--- config.mk ---
export PLATFORM = sky130hd
export DESIGN_NAME = mmio_timer_console_flat
export DESIGN_NICKNAME = d
export VERILOG_FILES = /design/src/rtl/mmio_timer_console_if.sv /design/src/rtl/mmio_timer_console.sv /design/src/flat_wrapper.sv
export SDC_FILE = /design/constraint.sdc
export NUM_CORES = 1
export LEC_CHECK = 0
export ABC_AREA = 0
export CORE_UTILIZATION = 55
export DETAILED_ROUTE_END_ITERATION = 6
export PLACE_DENSITY = 0.84
export SLEW_MARGIN = 15
export SYNTH_ARGS = -nofsm -noshare
export SYNTH_HDL_FRONTEND = slang
export SYNTH_SLANG_ARGS = --single-unit
--- constraint.sdc ---
create_clock -name clock -period 9.18 [get_ports clock]
set_input_delay 1.836 -clock clock [delete_from_list [all_inputs] [get_ports clock]]
set_output_delay 1.836 -clock clock [all_outputs]
set_load 0.05 [all_outputs]
--- src/rtl/mmio_timer_console_if.sv ---
// Bus and console signals of the MMIO timer/console peripheral.
// The master side is the core data port together with the console byte sink.
interface mmio_timer_console_if;
   logic [31:0] data_address;
   logic [1:0]  data_width;
   logic [31:0] data_in;
   logic        data_read;
   logic        data_write;
   logic [31:0] data_out;
   logic        sel;
   logic        irq;
   logic        bus_error;
   logic        tx_valid;
   logic [7:0]  tx_data;
   logic        tx_ready;

   modport master (
      output data_address, data_width, data_in, data_read, data_write, tx_ready,
      input  data_out, sel, irq, bus_error, tx_valid, tx_data
   );

   modport slave (
      input  data_address, data_width, data_in, data_read, data_write, tx_ready,
      output data_out, sel, irq, bus_error, tx_valid, tx_data
   );
endinterface

--- src/rtl/mmio_timer_console.sv ---
// Memory-mapped timer (prescaler, compare, auto-reload, irq), buffered debug console
// and sticky bus-error detection, sitting beside data RAM on the core data port.
module mmio_timer_console #(
   parameter logic [31:0] BASE_ADDR   = 32'h4000_0000,
   parameter int unsigned MEM_BYTES   = 2**16,
   parameter logic [31:0] NULL_GUARD  = 32'h100,
   parameter int          TIMER_WIDTH = 32,
   parameter int unsigned DIV_RESET   = 100,
   parameter int          FIFO_DEPTH  = 16
) (
   input logic                 clock,
   input logic                 reset,
   mmio_timer_console_if.slave bus
);
   localparam int TW = TIMER_WIDTH;
   localparam int AW = $clog2(FIFO_DEPTH);
   localparam int CW = AW + 1;
   localparam logic [TW-1:0] DIV_INIT = TW'(DIV_RESET);
   localparam logic [CW-1:0] DEPTH    = CW'(FIFO_DEPTH);

   typedef enum logic [2:0] {
      REG_CTRL    = 3'd0,
      REG_CONSOLE = 3'd1,
      REG_TIMER   = 3'd2,
      REG_DIVIDER = 3'd3,
      REG_COMPARE = 3'd4,
      REG_STATUS  = 3'd5
   } reg_e;

   // ---------------------------------------------------------------- decode
   logic sel;
   reg_e offset;
   logic word_access;
   logic is_reg;
   logic reg_wr;
   logic subword_err;
   logic access_err;
   logic wr_ctrl, wr_timer, wr_divider, wr_compare, wr_status;
   logic push_req;

   // The window is 32-byte aligned, so the upper address bits identify it.
   assign sel         = (bus.data_address[31:5] == BASE_ADDR[31:5]);
   assign offset      = reg_e'(bus.data_address[4:2]);
   assign word_access = (bus.data_width == 2'd2);
   assign is_reg      = offset inside {REG_CTRL, REG_TIMER, REG_DIVIDER, REG_COMPARE, REG_STATUS};
   assign reg_wr      = bus.data_write && sel && word_access;

   assign wr_ctrl    = reg_wr && (offset == REG_CTRL);
   assign wr_timer   = reg_wr && (offset == REG_TIMER);
   assign wr_divider = reg_wr && (offset == REG_DIVIDER);
   assign wr_compare = reg_wr && (offset == REG_COMPARE);
   assign wr_status  = reg_wr && (offset == REG_STATUS);
   assign push_req   = bus.data_write && sel && (offset == REG_CONSOLE);

   assign subword_err = bus.data_write && sel && !word_access && is_reg;
   assign access_err  = (bus.data_read || bus.data_write) &&
                        ((bus.data_address < NULL_GUARD) ||
                         ((bus.data_address >= MEM_BYTES) && !sel) ||
                         subword_err);

   // ----------------------------------------------------------------- state
   logic [2:0]    ctrl_q;
   logic [TW-1:0] timer_q, divider_q, compare_q, prescaler_q;
   logic [2:0]    status_q;
   logic          irq_q;
   logic          bus_error_q;

   logic timer_en, irq_en, auto_reload;
   assign timer_en    = ctrl_q[0];
   assign irq_en      = ctrl_q[1];
   assign auto_reload = ctrl_q[2];

   // ----------------------------------------------------------------- fifo
   logic [7:0]    fifo_mem [FIFO_DEPTH];
   logic [AW-1:0] wr_ptr_q, rd_ptr_q;
   logic [CW-1:0] count_q;
   logic          full, empty, pop, push_ok, overflow;

   assign full     = (count_q == DEPTH);
   assign empty    = (count_q == '0);
   assign pop      = !empty && bus.tx_ready;
   // A push into a full FIFO still lands when the head leaves in the same cycle.
   assign push_ok  = push_req && (!full || pop);
   assign overflow = push_req && full && !pop;

   // ---------------------------------------------------------------- timer
   logic [TW-1:0] timer_inc, timer_d, prescaler_d;
   logic          tick, match;

   always_comb begin
      // NOTE: every output gets a default first so no path leaves it unassigned (no latch).
      timer_inc   = timer_q + TW'(1);
      tick        = timer_en && (prescaler_q == divider_q);
      match       = tick && !wr_timer && (timer_inc == compare_q);
      timer_d     = timer_q;
      prescaler_d = prescaler_q;

      if (timer_en) begin
         prescaler_d = tick ? '0 : prescaler_q + TW'(1);
      end
      if (tick) begin
         timer_d = (match && auto_reload) ? '0 : timer_inc;
      end
      // Software writes override the increment and restart the prescale period.
      if (wr_timer) begin
         timer_d     = bus.data_in[TW-1:0];
         prescaler_d = '0;
      end
      if (wr_divider) begin
         prescaler_d = '0;
      end
   end

   logic [2:0] status_set, status_clr;
   assign status_set = {access_err, overflow, match};
   assign status_clr = wr_status ? bus.data_in[2:0] : 3'b000;

   always_ff @(posedge clock or negedge reset) begin
      if (!reset) begin
         ctrl_q      <= '0;
         timer_q     <= '0;
         divider_q   <= DIV_INIT;
         compare_q   <= '1;
         prescaler_q <= '0;
         status_q    <= '0;
         irq_q       <= 1'b0;
         bus_error_q <= 1'b0;
         wr_ptr_q    <= '0;
         rd_ptr_q    <= '0;
         count_q     <= '0;
      end else begin
         // NOTE: non-blocking, so irq_q samples the status/enable held before this edge.
         if (wr_ctrl)    ctrl_q    <= bus.data_in[2:0];
         if (wr_divider) divider_q <= bus.data_in[TW-1:0];
         if (wr_compare) compare_q <= bus.data_in[TW-1:0];
         timer_q     <= timer_d;
         prescaler_q <= prescaler_d;
         // Set events are OR-ed after the clear so a same-cycle set wins.
         status_q    <= (status_q & ~status_clr) | status_set;
         irq_q       <= status_q[0] & irq_en;
         bus_error_q <= access_err;

         if (push_ok) wr_ptr_q <= wr_ptr_q + AW'(1);
         if (pop)     rd_ptr_q <= rd_ptr_q + AW'(1);
         case ({push_ok, pop})
            2'b10:   count_q <= count_q + CW'(1);
            2'b01:   count_q <= count_q - CW'(1);
            default: count_q <= count_q;
         endcase
      end
   end

   // NOTE: storage array has no reset; the pointers and count alone define its contents.
   always_ff @(posedge clock) begin
      if (push_ok) begin
         fifo_mem[wr_ptr_q] <= bus.data_in[7:0];
      end
   end

   // -------------------------------------------------------------- read mux
   logic [31:0] rdata;

   always_comb begin
      rdata = '0;
      if (sel) begin
         case (offset)
            REG_CTRL:    rdata = {29'b0, ctrl_q};
            REG_CONSOLE: rdata = {16'(count_q), 14'b0, full, empty};
            REG_TIMER:   rdata = 32'(timer_q);
            REG_DIVIDER: rdata = 32'(divider_q);
            REG_COMPARE: rdata = 32'(compare_q);
            REG_STATUS:  rdata = {29'b0, status_q};
            default:     rdata = '0;
         endcase
      end
   end

   assign bus.data_out  = rdata;
   assign bus.sel       = sel;
   assign bus.irq       = irq_q;
   assign bus.bus_error = bus_error_q;
   assign bus.tx_valid  = !empty;
   // Gated so the byte sink sees zero while nothing is queued, including in reset.
   assign bus.tx_data   = empty ? 8'h00 : fifo_mem[rd_ptr_q];

endmodule
--- src/flat_wrapper.sv ---
// flat-port wrapper written by rule: the top's interface ports become plain ports
module mmio_timer_console_flat 
#(
   parameter logic [31:0] BASE_ADDR   = 32'h4000_0000,
   parameter int unsigned MEM_BYTES   = 2**16,
   parameter logic [31:0] NULL_GUARD  = 32'h100,
   parameter int          TIMER_WIDTH = 32,
   parameter int unsigned DIV_RESET   = 100,
   parameter int          FIFO_DEPTH  = 16
)
  (clock, reset, bus_data_address, bus_data_width, bus_data_in, bus_data_read, bus_data_write, bus_tx_ready, bus_data_out, bus_sel, bus_irq, bus_bus_error, bus_tx_valid, bus_tx_data);
  mmio_timer_console_if bus_i ();
  input logic clock;
  input logic reset;
  input wire logic [$bits(bus_i.data_address)-1:0] bus_data_address;
  input wire logic [$bits(bus_i.data_width)-1:0] bus_data_width;
  input wire logic [$bits(bus_i.data_in)-1:0] bus_data_in;
  input wire logic [$bits(bus_i.data_read)-1:0] bus_data_read;
  input wire logic [$bits(bus_i.data_write)-1:0] bus_data_write;
  input wire logic [$bits(bus_i.tx_ready)-1:0] bus_tx_ready;
  output wire logic [$bits(bus_i.data_out)-1:0] bus_data_out;
  output wire logic [$bits(bus_i.sel)-1:0] bus_sel;
  output wire logic [$bits(bus_i.irq)-1:0] bus_irq;
  output wire logic [$bits(bus_i.bus_error)-1:0] bus_bus_error;
  output wire logic [$bits(bus_i.tx_valid)-1:0] bus_tx_valid;
  output wire logic [$bits(bus_i.tx_data)-1:0] bus_tx_data;
  assign bus_i.data_address = bus_data_address;
  assign bus_i.data_width = bus_data_width;
  assign bus_i.data_in = bus_data_in;
  assign bus_i.data_read = bus_data_read;
  assign bus_i.data_write = bus_data_write;
  assign bus_i.tx_ready = bus_tx_ready;
  assign bus_data_out = bus_i.data_out;
  assign bus_sel = bus_i.sel;
  assign bus_irq = bus_i.irq;
  assign bus_bus_error = bus_i.bus_error;
  assign bus_tx_valid = bus_i.tx_valid;
  assign bus_tx_data = bus_i.tx_data;
  mmio_timer_console #(.BASE_ADDR(BASE_ADDR), .MEM_BYTES(MEM_BYTES), .NULL_GUARD(NULL_GUARD), .TIMER_WIDTH(TIMER_WIDTH), .DIV_RESET(DIV_RESET), .FIFO_DEPTH(FIFO_DEPTH)) u_core (.clock(clock), .reset(reset), .bus(bus_i));
endmodule
## Yosys cells after proc, flatten, opt, wreduce, memory -nomap -nowiden

Memory sizes are Yosys's and may differ from the RTL's.
Cells that the tools add are included.

| word-level totals | value |
|---|---|
| register bits | 149 |
| RAM bits | 128 |
| logic and storage cells | 86 |
| memories | 1 |

Memory list:

| memory | depth | width | read ports | clocked after memory_dff | wr ports | line | text |
|---|---|---|---|---|---|---|---|
| u_core.fifo_mem | 16 | 8 | 1 | 0 | 1 | mmio_timer_console.sv:74 | `logic [7:0] fifo_mem [FIFO_DEPTH];` |

| cells by class | value |
|---|---|
| $add $sub $neg | 6 |
| $lt $le $gt $ge | 2 |
| equal/unequal tests | 12 |
| mux-type cells | 14 |
| bitwise gates (word level) | 4 |
| reductions and logical operators | 36 |

Operator list:

| cell | count |
|---|---|
| 32-bit 2-to-1 mux | 8 |
| 32-bit case mux with 6 select lines | 1 |
| 32-bit by 1-bit adder with 32-bit output, second input constant | 2 |
| 32-bit == test | 2 |
| 32-bit by 17-bit greater-or-equal comparator with 1-bit output, second input constant | 1 |
| 32-bit by 9-bit less-than comparator with 1-bit output, second input constant | 1 |
| 27-bit by 26-bit == test with 1-bit output, second input constant | 1 |
| 1-bit logical AND | 20 |
| 5-bit case mux with 2 select lines | 1 |
| 4-bit by 1-bit adder with 4-bit output, second input constant | 2 |
| 8-bit 2-to-1 mux | 1 |
| 3-bit by 2-bit == test with 1-bit output, second input constant | 2 |
| 3-bit == test, second input constant | 2 |
| 1-bit zero test | 6 |
| 5-bit by 1-bit adder with 5-bit output, second input constant | 1 |
| 5-bit == test, second input constant | 1 |
| 5-bit zero test | 1 |
| 5-bit nonzero test | 1 |
| 5-bit by 1-bit subtractor with 5-bit output, second input constant | 1 |
| 2-bit == test, second input constant | 2 |
| 1-bit logical OR | 4 |
| 2-bit nonzero test | 2 |
| 3-bit AND | 1 |
| 3-bit by 1-bit == test with 1-bit output, second input constant | 1 |
| other kinds (8) | 9 |

## Depth between registers and ports, before layout

Gate-level depths: netlist of the first run.

| depth | value |
|---|---|
| depth in word-level cells | 11 |
| depth in mapped cells | 15 |
| mapped depth without buffers | 14 |

## Least setup slack after synthesis of the first run

OpenSTA, ideal clock, no wires.

| timing | value |
|---|---|
| path kind | input port to output port |
| start point | in bus_data_address[2] |
| end point | out bus_data_out[0] |
| arrival | 4.059 ns |
| data required time | 7.344 ns |
| path slack | 3.285 ns |
| cell stages on the path | 5 |
| cell sequence | clkbuf_1 -> clkbuf_1 -> clkbuf_1 -> a211oi_1 -> a211oi_1 |

| on the way | value |
|---|---|
| cells in the longest elaborated chain, start to end | 3 |

Ends and longest elaborated chain:

| element | line | text |
|---|---|---|
| start: declaration | flat_wrapper.sv:15 | `input wire logic [$bits(bus_i.data_address)-1:0] bus_data_address;` |
| 3-bit == test, or another cell as far along | mmio_timer_console.sv:166 | `case (offset)` |
| 32-bit case mux with 6 select lines (*) | mmio_timer_console.sv:166 |  |
| 32-bit 2-to-1 mux (*) | mmio_timer_console.sv:165 | `if (sel) begin` |
| end: declaration | flat_wrapper.sv:21 | `output wire logic [$bits(bus_i.data_out)-1:0] bus_data_out;` |

Every way passes the cells marked *; elsewhere a longest branch is shown, timed or not.

## Worst setup path in the final report of the first run

| timing | value |
|---|---|
| start point | in bus_data_address[8] |
| end point | out bus_data_out[14] |

| on the way | value |
|---|---|
| cells in the longest elaborated chain, start to end | 2 |

Ends and longest elaborated chain:

| element | line | text |
|---|---|---|
| 27-bit by 26-bit == test with 1-bit output | mmio_timer_console.sv:42 | `assign sel = (bus.data_address[31:5] == BASE_ADDR[31:5]);` |
| 32-bit 2-to-1 mux | mmio_timer_console.sv:165 |  |

Every way passes these cells.

==> results of run 1 <==
==> state kept, by name (all words and copies together), names as in the netlist <==
name                  flops
u_core.timer_q           32
u_core.wr_ptr_q           4
u_core.ctrl_q             3
u_core.bus.irq            1
u_core.bus.bus_error      1
u_core.status_q           3
u_core.divider_q         32
u_core.fifo_mem         128
u_core.compare_q         32
u_core.count_q            5
u_core.prescaler_q       32
u_core.rd_ptr_q           4
==> cells by family after synthesis <==
| group | Yosys count | synth area share |
|---|---|---|
| simple gates | 482 | 0.1683 |
| flops | 277 | 0.5067 |
| compound gates | 205 | 0.08358 |
| mux | 146 | 0.1368 |
| buf+inv | 116 | 0.03063 |
| xor+xnor | 109 | 0.06351 |
| fa+ha+maj | 12 | 0.01049 |
==> metrics by stage <==
step	instances	power [mW]
after global routing	1782	3.372
after detailed placement	1730	2.113
after floorplan	1347	1.881
after global placement	1730	2.089
after CTS	1782	3.288
final	1782	3.278
==> per-layer routing <==
layer / wire (um) / share of wire
met3: 3887 / 0.090
met5: 0 / 0
met2: 19890 / 0.46
met1: 16990 / 0.39
met4: 2421 / 0.056
==> worst max-delay path: stages <==
cell,delay (ps)
clkdlybuf4s50_1,450
nor4_1,360
and3_1,320
nand2_1,370
inv_1,330
nand2_1,640
nor2_1,310
clkdlybuf4s50_1,880
==> final cells by class <==
cell class | instances | area, um^2
clock buffer | 37 | 794.5
clock inverter | 15 | 160.2
fill | 2015 | 9548
inverter | 26 | 97.59
multi-input combinational | 954 | 6964
sequential | 277 | 7617
tap | 341 | 426.7
timing repair buffer | 132 | 1267
==> final timing paths <==
check	from	to	slack [ps]	depth (start not counted)
min in group asynchronous	reset	u_core.prescaler_q[18]	1340	1
worst min-delay path	u_core.status_q[2]	u_core.status_q[2]	490	1
worst min register to register	u_core.status_q[2]	u_core.status_q[2]	490	1
worst max register to register	u_core.timer_q[0]	u_core.timer_q[31]	4310	11
worst max-delay path	bus_data_address[8]	bus_data_out[14]	1810	8
max in group asynchronous	reset	u_core.rd_ptr_q[0]	6390	2
==> placed cells by master (no fill, tap or decap), types with 5 or more instances in the layout <==
master,n
a21boi_0,6
a21oi_1,74
a22oi_1,7
a31oi_1,24
and2_1,8
and3_1,14
and4_1,13
buf_4,20
clkbuf_16,28
clkbuf_8,6
clkdlybuf4s50_1,110
clkinv_2,6
dfrtp_1,113
dfstp_2,35
edfxtp_1,128
ha_1,11
inv_1,26
mux2_2,75
mux2i_1,31
mux4_2,40
nand2_1,80
nand2b_1,14
nand3_1,30
nand3b_1,12
nand4_1,31
nor2_1,154
nor2b_1,24
nor3_1,24
nor3b_1,5
nor4_1,27
nor4b_1,5
o21ai_0,40
o21ai_1,7
or2_2,6
or3_1,10
or4_1,8
xnor2_1,72
xor2_1,37
==> report_power, final <==
group	internal (mW)	switching, mW	total, mW
registers	1.32	0.0605	1.38
clock network	0.670	0.502	1.17
logic	0.334	0.390	0.724
==> impl_results.md, run 1 <==
* Asr flop ratio synth at 0.5379
* Drt wl/cell at 24.23 um
* Chip height at between 150 and 200 um
* # hold bufs at CTS at 0
* CTS sink count at approximately 280
* Top Ports at between 100 and 150
* Post-DP HPWL at 29060 um
* Global-route wire length before repair at 65960 um
* Die Area at between 20000 and 30000 um^2
* Met2 Resource Use GR at 0.4940
* Count leader, synth: nor2_1
* Min-delay worst type: flop to flop
* Min Hold Slack at just under 500 ps
* Routed wire length at ~43000 um
* Ant diodes at 0
* # Post-CTS Setup Buffers at 0
* Achievable frequency at around 140 MHz
* DR vias/cell at 6.564
* Final hold vios at 0
* Placeable Area at between 20000 and 30000 um^2
* GR Util met3 at 0.04892
* CTS clk-pin slew, worst paths at around 70 ps
* Critical path endpoint category: output pin
* Vias in the first global route at approximately 11000
* Initial antenna violation count at 0
* Busiest grt layer: met2
* Area post-placement at 16370 um^2
* Period utilisation layout at 0.8025
* Share of layout cells above drive strength 1 at 0.1666
* Max VDD drop at ~0.14 mV
* Width of the die at 167.3 um
* Final Util at 0.6447
* WP data arrival at between 5000 and 6000 ps
* RSZ-0062 raised after global routing: no
* Cell variety after synth at 73
* Cells after synthesis at around 1300
* Pwr Density at 189.2 nW/um^2
* Crit start category: primary input
* Synth area leaders: edfxtp_1 (26%), dfrtp_1 (19%), dfstp_2 (6.1%)
* Pleak at around 6.5 nW
* Worst slew pin tran at between 1000 and 1500 ps
* GRT Overall Usage at 0.3082
* Max cap viols at 0
* Synthesized cell area at 15030 um^2
* CTS tree: done
* Setup WS pre-CTS at 1777 ps
* Largest net degree at the start of global routing at 86
* Root buf cell: clkbuf_16
* Setup TNS at 0 ps
* Total CTS buffers at 28
* Worst slew margin at 0.2409
* Synth Warn # at 0
* Final #Nets at 1502
* Num rows at 60
* Critical path type: primary input to output pin
* RePlAce Congestion at around 0.96
* Post-Synthesis Mean Instance Area at 11.16 um^2
* Top cell type's share of synthesized area at 0.2557
* Post-Layout Inst Area at between 15000 and 20000 um^2
* # port buffers at around 110
* Primary FF master, synth: edfxtp_1
* Slew Viols, Final at 0
* Leading area contributor after synthesis: edfxtp_1
* Pre-Repair DR Iteration Count at 5
* H-tree lvl count at 1
* # resized after CTS at 0
* Status: complete, no violations
* Commonest cells in the netlist: nor2_1 (154), edfxtp_1 (128), dfrtp_1 (114)
* Clk buf depth at 3
* Syn Nets at about 1400
* Final setup violation count at 0
* ANT nets after route at 0
* Final Critical Period at roughly 7400 ps
* Final Skew at between 10 and 15 ps
* Flops & latches, synth at between 200 and 300
* Final setup slack of the worst path at ~1800 ps
* Clock latency on the worst-skew pair at between 500 and 600 ps
* Met1 Usage GRT at 0.4119
* Area Growth Syn to Fin at 15.28%
* Grt ovf at 0
* CP required at 7340 ps
* Number of synthesized flops with an enable pin at ~130
* Critical path fanouts, max at 25
* Seq/Total Area, Yosys at 0.5067
* Initial DRC count at 1219
* Routed vias at ~12000
* Starting density of the core at 0.5593
* # DRC at 0
(Power assumes the default switching activity.)
==> inputs of run 2 (changes only) <==
--- a/config.mk
+++ b/config.mk
@@ -6,9 +6,9 @@
 export NUM_CORES = 1
 export LEC_CHECK = 0
 export ABC_AREA = 0
-export CORE_UTILIZATION = 55
+export CORE_UTILIZATION = 54
 export DETAILED_ROUTE_END_ITERATION = 6
-export PLACE_DENSITY = 0.84
+export PLACE_DENSITY = 0.86
 export SLEW_MARGIN = 15
 export SYNTH_ARGS = -nofsm -noshare
 export SYNTH_HDL_FRONTEND = slang
==> constraint.sdc (replaced) <==
create_clock -name clock -period 6.05 [get_ports clock]
set_input_delay 1.21 -clock clock [delete_from_list [all_inputs] [get_ports clock]]
set_output_delay 1.21 -clock clock [all_outputs]
set_load 0.05 [all_outputs]
==> run 2 against run 1 <==
Compared with the run above: die area rose by 1.8%; routed wire length barely moved; critical path type unchanged; first-iteration DRC count rose by 6.1%; cell count rose by 2.5%.
==> impl_results.md, run 2 (same netlist as run 1, synthesis figures left out) <==
* Crit path max-delay family: buffers and inverters
* Post-DP HPWL at 29940 um (+3.0%)
* Slowest-stage cell, CP: clkdlybuf4s50_1
* CTS clk-pin slew, worst paths at 60 ps (about the same)
* Starting density of the core at 0.5546 (-0.004648)
* Global-route wire length before repair at 66760 um (+1.2%)
* Pre-Repair DR Iteration Count at 5 (unchanged)
* Setup WS pre-CTS at 859.7 ps (-917.3 ps)
* Drt wl/cell at 23.61 um (-2.6%)
* Crit start category: primary input
* RSZ-0062 raised after global routing: no
* Min-delay worst type: flop to flop
* # hold bufs at CTS at 0 (unchanged)
* Root buf cell: clkbuf_16
* Max cap viols at 0 (unchanged)
* # DRC at 0 (unchanged)
* Min Hold Slack at 487.8 ps (-5.956 ps)
* Share of layout cells above drive strength 1 at 0.1890 (+0.02245)
* Gate power share at 0.215 (-0.006)
* Max reg flops at 128 (unchanged)
* Final setup violation count at 0 (unchanged)
* Worst path most repeated cell: clkdlybuf4s50_1
* H-tree lvl count at 1 (unchanged)
* Clock share of power at 0.380 (+0.022)
* Die Area at 28510 um^2 (+1.8%)
* Final setup slack of the worst path at 835.0 ps (-978.0 ps)
* Critical path endpoint category: output pin
* Total CTS buffers at 29 (+3.6%)
* CP required at 4840 ps (-2500 ps)
* Chip height at 168.8 um (+0.91%)
* Achievable frequency at 191.8 MHz
* Area post-placement at 16430 um^2 (+0.39%)
* Area Growth Syn to Fin at 16.37%
* # resized after CTS at 0 (unchanged)
* Ant diodes at 0 (unchanged)
* Final Util at 0.6454 (+0.0006900)
* Crit path largest cell delay at 890 ps (about the same)
* ANT nets after route at 0 (unchanged)
* Critical path fanouts, max at 14 (-44%)
* DR vias/cell at 6.361 (-3.1%)
* Setup TNS at 0 ps (unchanged)
* Vias in the first global route at 11313 (+0.54%)
* Highest-count cells in the layout ignoring fill and taps: nor2_1 (154), edfxtp_1 (128), dfrtp_1 (113)
* Pleak at 6.624 nW (+2.4%)
* Status: complete, no violations
* Register name with the most flops: u_core.fifo_mem
* Final Skew at 9.549 ps (-1.645 ps)
* Clock latency on the worst-skew pair at 570 ps (about the same)
* Final Critical Period at roughly 5200 ps
* Critical path type: primary input to output pin
* Top Ports at 115 (unchanged)
* Worst slew pin tran at 1087 ps (-49.65 ps)
* Routed wire length at 43140 um (about the same)
* Num rows at 60 (unchanged)
* Sw Ratio at 0.2842 (-0.006453)
* Period utilisation layout at 0.8620
* Placeable Area at 27100 um^2 (+0.84%)
* Width of the die at 168.8 um (+0.91%)
* # Post-CTS Setup Buffers at 0 (unchanged)
* Clk buf depth at 3 (unchanged)
* Grt ovf at 0 (unchanged)
* Initial DRC count at 1293 (+6.1%)
* RePlAce Congestion at 0.9142 (-4.8%)
* Final #Nets at 1515 (+0.87%)
* GRT Overall Usage at 0.3086 (+0.0004422)
* Pwr Density at 297.1 nW/um^2 (+57%)
* Routed vias at 11621 (-0.65%)
* Psw at 1.477 mW (+55%)
* Initial antenna violation count at 0 (unchanged)
* Worst slew margin at 0.2733 (+0.03239)
* Largest net degree at the start of global routing at 88 (+2.3%)
* Critical path cell sequence: clkdlybuf4s50_1, nor4_1, and3_1, nand2_1, a211oi_1, clkdlybuf4s50_1
* Commonest non-fill, non-tap cell in the layout: nor2_1
* Max VDD drop at 0.2155 mV (+50%)
* Flop pwr share at 0.405 (-0.017)
* Buf+Inv Stages, Crit Path at 2 (-1)
* Final hold vios at 0 (unchanged)
* WP data arrival at 4010 ps (-1520 ps)
* Post-Layout Inst Area at 17490 um^2 (+0.95%)
* # port buffers at 112 (unchanged)
* Slew Viols, Final at 0 (unchanged)
* CTS sink count at 277 (unchanged)
* P_int at 3.720 mW (+60%)
* CTS tree: done
[run 2: changes by cell type in the layout (fill, tap and decap cells not counted), sizes merged]
cell / previous run / this run
clkbuf: 37 / 35
buf: 22 / 60
bufinv: 2 / 7
clkinv: 10 / 9
clkinvlp: 2 / 1
inv: 27 / 28
clkdlybuf4s50: 110 / 84
[run 2: worst paths after layout]
| path | startpoint | to | slack, ps | depth (start not counted) |
|---|---|---|---|---|
| min reg2reg | u_core.status_q[2] | u_core.status_q[2] | 490 | 1 |
| max | bus_data_address[11] | bus_data_out[0] | 830 | 6 |
| max reg2reg | u_core.timer_q[0] | u_core.timer_q[2] | 960 | 11 |
| min | u_core.status_q[2] | u_core.status_q[2] | 490 | 1 |
| min in group asynchronous | reset | u_core.prescaler_q[23] | 720 | 1 |
| max in group asynchronous | reset | u_core.rd_ptr_q[0] | 3930 | 2 |
[run 2: layer usage]
layer,global-route usage,part of all wire
met5,0,0
met4,0.1573,0.057
met3,0.03647,0.082
met2,0.4887,0.45
met1,0.4227,0.41
[run 2: through the flow]
step | power [mW] | instances
floorplan | 2.854 | 1347
global placement | 3.189 | 1773
detailed placement | 3.233 | 1773
CTS | 5.210 | 1827
global route | 5.345 | 1827
finish | 5.197 | 1827
[run 2: worst reg2reg max path, delay by kind of cell, from the launching register on]
kind,cells,cell delay (ps)
and+or+nand+nor,5,2850
muxes,1,480
DFF,1,470
AOI/OAI and AO/OA,3,450
adders and majority gates,1,360
buffers and inverters,1,320
[run 2: area by class of cell]
| class | count | area (um^2) |
|---|---|---|
| Sequential cell | 277 | 7617 |
| Timing Repair Buffer | 144 | 1292 |
| Multi-Input combinational cell | 954 | 6963 |
| Tap cell | 372 | 465.4 |
| Fill cell | 1975 | 9609 |
| Inverter | 26 | 97.59 |
| Clock inverter | 19 | 297.8 |
| Clock buffer | 35 | 758.2 |
[run 2: power groups by stage]
| stage | Sequential, mW | Combinational, mW | Clock [mW] |
|---|---|---|---|
| floorplan | 2.06 | 0.791 | 0 |
| finish | 2.11 | 1.12 | 1.97 |
| global route | 2.11 | 1.17 | 2.06 |
| CTS | 2.10 | 1.12 | 1.99 |
| global placement | 2.13 | 1.06 | 0 |
| detailed placement | 2.14 | 1.09 | 0 |
==> inputs of run 3 (changes only) <==
--- a/config.mk
+++ b/config.mk
@@ -7,6 +7,7 @@
 export LEC_CHECK = 0
 export ABC_AREA = 0
 export CORE_UTILIZATION = 54
+export CTS_CLUSTER_DIAMETER = 60
 export DETAILED_ROUTE_END_ITERATION = 6
 export PLACE_DENSITY = 0.86
 export SLEW_MARGIN = 15
==> run 3 against run 2 <==
Compared with the run above: non-clock buffer count did not move; sequential share of layout area is essentially flat; highest routed layer unchanged; utilization about the same; setup slack got worse by 3.5 ps; power down 0.74%; final area about the same; worst hold slack improved by 2.2 ps.
==> impl_results.md, run 3 (same netlist as run 1, synthesis figures left out) <==
* Worst slew margin at 0.2794 (+0.006144)
* CTS sink count at 277 (unchanged)
* Top Ports at 115 (unchanged)
* Drt wl/cell at 23.59 um (about the same)
* Worst slew pin tran at 1078 ps (-9.187 ps)
* Area post-placement at 16430 um^2 (unchanged)
* Final Util at 0.6453 (about the same)
* Post-Layout Inst Area at 17490 um^2 (about the same)
* Critical path endpoint category: output pin
* Total CTS buffers at 31 (+6.9%)
* RSZ-0062 raised after global routing: no
* Slew Viols, Final at 0 (unchanged)
* Hold path depth at 1 (unchanged)
* Pre-Repair DR Iteration Count at 6 (+1)
* Initial DRC count at 1260 (-2.6%)
* Setup WS pre-CTS at 859.7 ps (unchanged)
* Root buf cell: clkbuf_16
* Final hold vios at 0 (unchanged)
* CTS clk-pin slew, worst paths at 60 ps (about the same)
* Max VDD drop at 0.2277 mV (+5.7%)
* Reg2reg setup slack at 980 ps (+20 ps)
* Final setup slack of the worst path at 831.5 ps (-3.469 ps)
* Pwr Density at 295.0 nW/um^2 (-0.72%)
* Worst reg2reg endpoint: u_core.timer_q[2]
* Crit start category: primary input
* Routed vias at 11689 (+0.59%)
* Clock latency on the worst-skew pair at 570 ps (about the same)
* Starting density of the core at 0.5546 (unchanged)
* Setup TNS at 0 ps (unchanged)
* Vias in the first global route at 11282 (-0.27%)
* Chip height at 168.8 um (unchanged)
* Grt ovf at 0 (unchanged)
* Width of the die at 168.8 um (unchanged)
* Max reg flops at 128 (unchanged)
* RePlAce Congestion at 0.9142 (unchanged)
* CP required at 4840 ps (about the same)
* Pleak at 6.615 nW (-0.13%)
* Status: complete, no violations
* Reg2Reg Depth at 11 (unchanged)
* Max cap viols at 0 (unchanged)
* # resized after CTS at 0 (unchanged)
* Largest net degree at the start of global routing at 88 (unchanged)
* Achievable frequency at 191.6 MHz (about the same)
* Num rows at 60 (unchanged)
* Crit path to: bus_data_out[0]
* Share of layout cells above drive strength 1 at 0.1919 (+0.002909)
* DR vias/cell at 6.384 (+0.37%)
* # port buffers at 112 (unchanged)
* Clk buf depth at 3 (unchanged)
* H-tree lvl count at 1 (unchanged)
* Global-route wire length before repair at 66400 um (-0.54%)
* # DRC at 0 (unchanged)
* CP Launch Point: bus_data_address[11]
* WP data arrival at 4010 ps (about the same)
* Placeable Area at 27100 um^2 (unchanged)
* Ant diodes at 0 (unchanged)
* Critical path fanouts, max at 14 (unchanged)
* # Post-CTS Setup Buffers at 0 (unchanged)
* RR Startpoint: u_core.timer_q[0]
* Critical path type: primary input to output pin
* Initial antenna violation count at 0 (unchanged)
* Final setup violation count at 0 (unchanged)
* Final Critical Period at 5218 ps (+3.469 ps)
* Period utilisation layout at 0.8626 (about the same)
* Area Growth Syn to Fin at 16.35% (about the same)
* ANT nets after route at 0 (unchanged)
* Post-DP HPWL at 29940 um (unchanged)
* Routed wire length at 43200 um (+0.13%)
* Die Area at 28510 um^2 (unchanged)
* Final #Nets at 1517 (+0.13%)
* Min-delay worst type: flop to flop
* Commonest non-fill, non-tap cell in the layout: nor2_1
* GRT Overall Usage at 0.3077 (-0.0009058)
* Filler cells at 1995 (+1.0%)
* Highest-count cells in the layout ignoring fill and taps: nor2_1 (154), edfxtp_1 (128), dfrtp_1 (113)
* Final Skew at 20.54 ps (+10.99 ps)
* CTS tree: done
* Register name with the most flops: u_core.fifo_mem
* # hold bufs at CTS at 0 (unchanged)
[run 3: cell count changes in the layout (fill, tap and decap cells not counted), moves of 2 or more]
| cell | delta |
|---|---|
| bufinv_16 | -3 |
| clkbuf_16 | +2 |
| clkinvlp_4 | +3 |
| inv_6 | +4 |
[run 3: layer usage]
metal  routed length (um)  vias to the layer above  GRT usage  part of all wire
li1                     -                     5117          -                 -
met2                19780                      730     0.4883              0.46
met3                 4066                      145    0.04559             0.094
met1                17040                     5697     0.4170              0.39
met4                 2303                        0     0.1502             0.053
met5                    0                        -          0                 0
[run 3: worst min path at each step]
stage | from | endpoint
5_1_grt | u_core.status_q[2] | u_core.status_q[2]
3_5_place_dp | u_core.status_q[2] | u_core.status_q[2]
4_1_cts | u_core.status_q[2] | u_core.status_q[2]
6_report | u_core.status_q[2] | u_core.status_q[2]
2_1_floorplan | u_core.status_q[2] | u_core.status_q[2]
3_3_place_gp | u_core.status_q[2] | u_core.status_q[2]
[run 3: stage by stage]
stage	hold WS, ps	std cells	total power [mW]
finish	490.0	1831	5.158
global route	505.5	1831	5.307
CTS	488.6	1831	5.168
detailed placement	470.2	1773	3.233
global placement	461.5	1773	3.189
floorplan	443.8	1347	2.854
[run 3: final cells by class]
cell class | instances | area [um^2] | share of cell area
clock buffer | 37 | 808.3 | 0.04622
clock inverter | 21 | 244.0 | 0.01395
tap | 372 | 465.4 | 0.02662
inverter | 26 | 97.59 | 0.005581
multi-input combinational | 954 | 6963 | 0.3982
sequential | 277 | 7617 | 0.4356
timing repair buffer | 144 | 1292 | 0.07391
[run 3: worst max-delay path: stages]
cell	delay, ps
clkdlybuf4s50_1	400
nor4_1	360
and3_1	320
nand2_1	360
a211oi_1	480
clkdlybuf4s50_1	890
[run 3: power by group]
| group | switching [mW] | total [mW] | internal (mW) |
|---|---|---|---|
| Combinational | 0.600 | 1.11 | 0.515 |
| Sequential | 0.100 | 2.11 | 2.01 |
| Clock | 0.801 | 1.94 | 1.14 |
